--- src/rtl/audio_pwm_pkg.sv ---
// Shared audio/PWM types for the generator and decoder.
package audio_pwm_pkg;
  localparam int AUDIO_W    = 12;
  localparam int PWM_PERIOD = 1 << AUDIO_W;

  typedef logic [AUDIO_W-1:0] audio_t;

  typedef enum logic {IDLE, MEASURE} pwm_dec_state_t;
endpackage

--- src/rtl/pwm_input_sync.sv ---
// Flop-chain synchronizer for an asynchronous single-bit input.
module pwm_input_sync #(
  parameter int SYNC_STAGES = 2
) (
  input  logic clk,
  input  logic rst,
  input  logic d_i,
  output logic s_o
);
  logic [SYNC_STAGES-1:0] sync_q;

  always_ff @(posedge clk) begin
    if (rst) sync_q <= '0;
    else     sync_q <= {sync_q[SYNC_STAGES-2:0], d_i};
  end

  assign s_o = sync_q[SYNC_STAGES-1];
endmodule

--- src/rtl/audio_pwm_decoder.sv ---
// PWM-to-sample decoder: counts high cycles per frame between rising edges.
// Optional AUDIO_PWM_DECODER_FILTER_EN averages each sample with the previous one.
module audio_pwm_decoder
  import audio_pwm_pkg::*;
#(
  parameter int WIDTH       = AUDIO_W,
  parameter int PERIOD      = PWM_PERIOD,
  parameter int SYNC_STAGES = 2
) (
  input  logic             clk,
  input  logic             rst,
  input  logic             ena,
  input  logic             pwm_in,
  output logic [WIDTH-1:0] audio,
  output logic             audio_valid,
  output logic             frame_err
);
  localparam int CW = WIDTH + 1;
  localparam logic [CW-1:0] PER  = CW'(PERIOD);
  localparam logic [CW-1:0] MAXV = {1'b0, {WIDTH{1'b1}}};

  pwm_dec_state_t   state_q, state_d;
  logic [CW-1:0]    cnt_q, cnt_d, hi_q, hi_d;
  logic [WIDTH-1:0] audio_q, audio_d, raw, filt;
  logic             valid_q, valid_d, err_q, err_d;
  logic             s, s_prev_q, rise, frame_end, pub, idle_exit;

  pwm_input_sync #(.SYNC_STAGES(SYNC_STAGES)) u_sync (
    .clk (clk),
    .rst (rst),
    .d_i (pwm_in),
    .s_o (s)
  );

  assign rise      = s & ~s_prev_q;
  assign frame_end = rise | (cnt_q == PER);
  assign pub       = ena & frame_end & (state_q == MEASURE);
  assign idle_exit = ena & frame_end & (state_q == IDLE);
  // Constant-high input times out with hi == PERIOD, which does not fit WIDTH bits.
  assign raw       = (hi_q > MAXV) ? MAXV[WIDTH-1:0] : hi_q[WIDTH-1:0];

`ifdef AUDIO_PWM_DECODER_FILTER_EN
  logic [WIDTH-1:0] r_prev_q;
  logic             r_vld_q;
  logic [CW-1:0]    sum;

  assign sum  = CW'(raw) + CW'(r_prev_q) + CW'(1);
  assign filt = r_vld_q ? sum[CW-1:1] : raw;

  always_ff @(posedge clk) begin
    if (rst) begin
      r_prev_q <= '0;
      r_vld_q  <= 1'b0;
    end else if (idle_exit) begin
      r_prev_q <= '0;
      r_vld_q  <= 1'b0;
    end else if (pub) begin
      r_prev_q <= raw;
      r_vld_q  <= 1'b1;
    end
  end
`else
  assign filt = raw;
`endif

  always_ff @(posedge clk) begin
    if (rst)      state_q <= IDLE;
    else if (ena) state_q <= state_d;
  end

  always_comb begin
    state_d = state_q;
    if (state_q == IDLE && frame_end) state_d = MEASURE;
  end

  always_comb begin
    cnt_d = cnt_q;
    hi_d  = hi_q;
    if (ena) begin
      if (rise) begin
        cnt_d = CW'(1);
        hi_d  = CW'(1);
      end else if (cnt_q == PER) begin
        cnt_d = CW'(1);
        hi_d  = CW'(s);
      end else begin
        cnt_d = cnt_q + CW'(1);
        hi_d  = hi_q + CW'(s);
      end
    end
  end

  always_comb begin
    valid_d = pub;
    audio_d = audio_q;
    err_d   = err_q;
    if (pub) begin
      audio_d = filt;
      err_d   = (cnt_q != PER);
    end
  end

  always_ff @(posedge clk) begin
    if (rst) begin
      s_prev_q <= 1'b0;
      cnt_q    <= '0;
      hi_q     <= '0;
      audio_q  <= '0;
      valid_q  <= 1'b0;
      err_q    <= 1'b0;
    end else begin
      valid_q <= valid_d;
      if (ena) begin
        s_prev_q <= s;
        cnt_q    <= cnt_d;
        hi_q     <= hi_d;
        audio_q  <= audio_d;
        err_q    <= err_d;
      end
    end
  end

  assign audio       = audio_q;
  assign audio_valid = valid_q;
  assign frame_err   = err_q;
endmodule

--- config.mk ---
export PLATFORM = sky130hd
export DESIGN_NAME = audio_pwm_decoder
export DESIGN_NICKNAME = d
export VERILOG_FILES = /design/src/rtl/audio_pwm_pkg.sv /design/src/rtl/pwm_input_sync.sv /design/src/rtl/audio_pwm_decoder.sv
export SDC_FILE = /design/constraint.sdc
export NUM_CORES = 1
export LEC_CHECK = 0
export CORE_ASPECT_RATIO = 1.25
export CORE_UTILIZATION = 50
export CTS_CLUSTER_SIZE = 12
export DETAILED_ROUTE_END_ITERATION = 8
export PLACE_DENSITY = 0.73
export SLEW_MARGIN = 10
export SYNTH_ARGS = -nofsm -noshare
export SYNTH_HDL_FRONTEND = slang
export SYNTH_SLANG_ARGS = --single-unit
--- constraint.sdc ---
create_clock -name clk -period 1.5 [get_ports clk]
set_clock_uncertainty 0.05 [all_clocks]
set_input_delay 0.375 -clock clk [delete_from_list [all_inputs] [get_ports clk]]
set_output_delay 0.375 -clock clk [all_outputs]
set_load 0.02 [all_outputs]
==> impl_metrics.tcl <==
set metrics [dict create \
    first_pass_iters 4 \
    path_max_fanout 8 \
    rows 25 \
    power_mw 2.16 \
    avgSynthCellArea_sq_um 9.29 \
    grt.total_usage 0.256 \
    cts_hold_buf 0 \
    insertedDiodeCount 0 \
    yosysUniqueCellTypes 41 \
    clk_latency_ps 300 \
    timing.fmax_mhz 624 \
    slew_headroom 0.672 \
    via_per_inst 5.54 \
    syn2layout_area_growth_pct 37.3 \
    synth_seq_cells 44 \
    syn_inst 225 \
    antenna_found_initial 0 \
    fp.coreArea_sq_um 3880 \
    drc 0 \
    dieArea_sq_um 4440 \
    setup_viol 36 \
    p_switching_mw 0.519 \
    status "finished, violations left" \
    arrival_ps 1760 \
    dpl.hpwl_mm 3.22 \
    num_vias 1906 \
    crit_required_ps 1660 \
    die_width_microns 59.8 \
    seq_power_share 0.551 \
    synth_top_area_share 0.422 \
    syn-num-nets 233 \
    hold_violations 0 \
    p_comb_frac 0.085 \
    seq_area_frac_synth 0.422 \
    clock_power_share 0.363 \
    crit_path_end_kind "register" \
    wl_per_cell_microns 15.4 \
    slew_viol_final 0 \
    power_density_nw_per_um2 751 \
    worstHoldPathType "register to register" \
    start_util 0.539 \
    wl_mm 5.31 \
    period_needed_ps 1600 \
    drtAntennaViolNets 0 \
    synth_top_area_cell "dfxtp_1" \
    grt_pass1_vias 1871 \
    ios 18 \
    clock_path_buffers 2 \
    utilization 0.740 \
    clk_pin_slew_ps 90 \
    cts_buffers 5 \
    violations "negative setup slack" \
    worst_pin_slew_ps 491 \
    ys_warn_count 0 \
    place_area_sq_um 2570 \
    synth.cell_area_sq_um 2090 \
    stdcell_area_sq_um 2870 \
    p_int_mw 1.64 \
    ir_drop_mv 0.772 \
    htree_num_levels 2 \
    cap_violations 0 \
    cts_root_buf "clkbuf_8" \
    drt_iter0_drc 63 \
    critPathKind "register to register" \
    period_share 1.07 \
    cts_sinks 44 \
    place.port_buffers 17 \
    rsz0062_at_grt "yes" \
    use_met3 0.0487 \
    grt_pass1_wl_mm 8.34 \
    synth_area_leaders "dfxtp_1 (42%), nor2_1 (6.1%), a211oi_2 (6.0%)" \
    switching_share 0.241 \
    cts_tree "done" \
    leakagePower_nw 1.13 \
    grt_max_degree 14 \
    grt_overflow_total 0 \
    finalNetCount 297 \
    fp.dieH_microns 74.3 \
    use_met2 0.458 \
    grt_use_met1 0.276 \
    gp_congestion 0.861 \
    cp-start-kind "register" \
    worst_slack_ps -103 \
    grt_busiest_layer "met2" \
    layout-drive-gt1-share 0.379 \
]
[per-layer routing]
| metal | share of wire | vias to the layer above |
|---|---|---|
| met5 | 0 | - |
| met4 | 0.026 | 0 |
| met3 | 0.030 | 13 |
| met2 | 0.53 | 46 |
| met1 | 0.41 | 925 |
| li1 | - | 922 |
[area by class of cell]
class	instances	area [sq um]
fill	289	1010
clock buffer	6	82.6
tap	54	67.6
clock inverter	2	10.0
inverter	4	15.0
multi-input combinational	165	1230
sequential	44	886
timing repair buffer	69	573
[power by group through the flow]
stage               Combinational [mW]  Clock [mW]  Sequential (mW)
CTS                              0.162       0.790             1.19
floorplan                       0.0917           0             1.22
finish                           0.184       0.784             1.19
global route                     0.196       0.838             1.19
global placement                 0.139           0             1.21
detailed placement               0.142           0             1.21
[path summary, 6_finish.rpt]
check	startpoint	end	slack (ps)	depth (start not counted)
worst max-delay path	cnt_q[0]	hi_q[7]	-100	7
worst min-delay path	u_sync.sync_q[0]	u_sync.sync_q[1]	390	1
worst max register to register	cnt_q[0]	hi_q[7]	-100	7
worst min register to register	u_sync.sync_q[0]	u_sync.sync_q[1]	390	1
[flip-flops by register name, indices dropped and copies added, names as in the netlist]
| name | count |
|---|---|
| u_sync.sync_q | 2 |
| hi_q | 13 |
| cnt_q | 13 |
| frame_err | 1 |
| audio | 12 |
| audio_valid | 1 |
| state_q | 1 |
| s_prev_q | 1 |
[synthesized netlist by cell type (all sizes together)]
cell type and number:
and2 2, nor4b 2, and2b 1, clkbuf 3
o21ai 2, a21oi 22, nand2b 5, and3 4
or3 1, and4 2, nand4 9, nor3 4
or4b 1, xnor2 8, o41ai 1, ha 4
nand3 6, o21bai 2, a21o 2, a211oi 13
a31o 2, xor2 10, buf 12, nand2 11
dfxtp 44, inv 4, nor2b 5, dlygate4sd1 1
nor4 5, a31oi 3, nor2 34
[logic make-up after synthesis]
family / share of synthesized area
compound gates: 0.165
buf+inv: 0.0772
fa+ha+maj: 0.0240
simple gates: 0.237
xor+xnor: 0.0754
flops: 0.422
[critical path, stage by stage, from the launching register on]
cell and delay (ps):
dfxtp_2 330, inv_2 60, ha_4 120, nor4b_4 260
a31o_4 280, buf_6 120, o21bai_1 50, a31o_2 230
[cell usage in the layout (no fill, tap or decap), types with 5 or more instances in the layout]
master / n
nand2_1: 10
nor2b_1: 5
clkbuf_8: 6
nand4_1: 9
buf_6: 5
nor2_1: 33
buf_4: 46
a21oi_1: 12
xnor2_1: 8
nand2b_1: 5
a21oi_2: 10
dfxtp_1: 40
nand3_1: 6
xor2_1: 10
dlygate4sd2_1: 15
a211oi_2: 12
[timing repair]
item / CTS / global route
gates cloned: 3 / 2
pin swaps: 20 / 4
hold endpoints to repair: 0 / 0
buffers inserted: 3 / 2
gates resized for setup: 39 / 12
setup endpoints to repair: 50 / 40
[per-stage QoR]
| stage | hold slack [ps] | TNS (ps) | setup slack (ps) | std cells |
|---|---|---|---|---|
| 2_1_floorplan | 364 | -1000 | -71.2 | 225 |
| 3_3_place_gp | 367 | -10100 | -397 | 326 |
| 3_5_place_dp | 376 | -10780 | -439 | 326 |
| 4_1_cts | 390 | -882 | -146 | 340 |
| 5_1_grt | 401 | -4230 | -165 | 344 |
| 6_report | 387 | -1730 | -103 | 344 |
No activity file was read; power rests on OpenSTA's default activity.
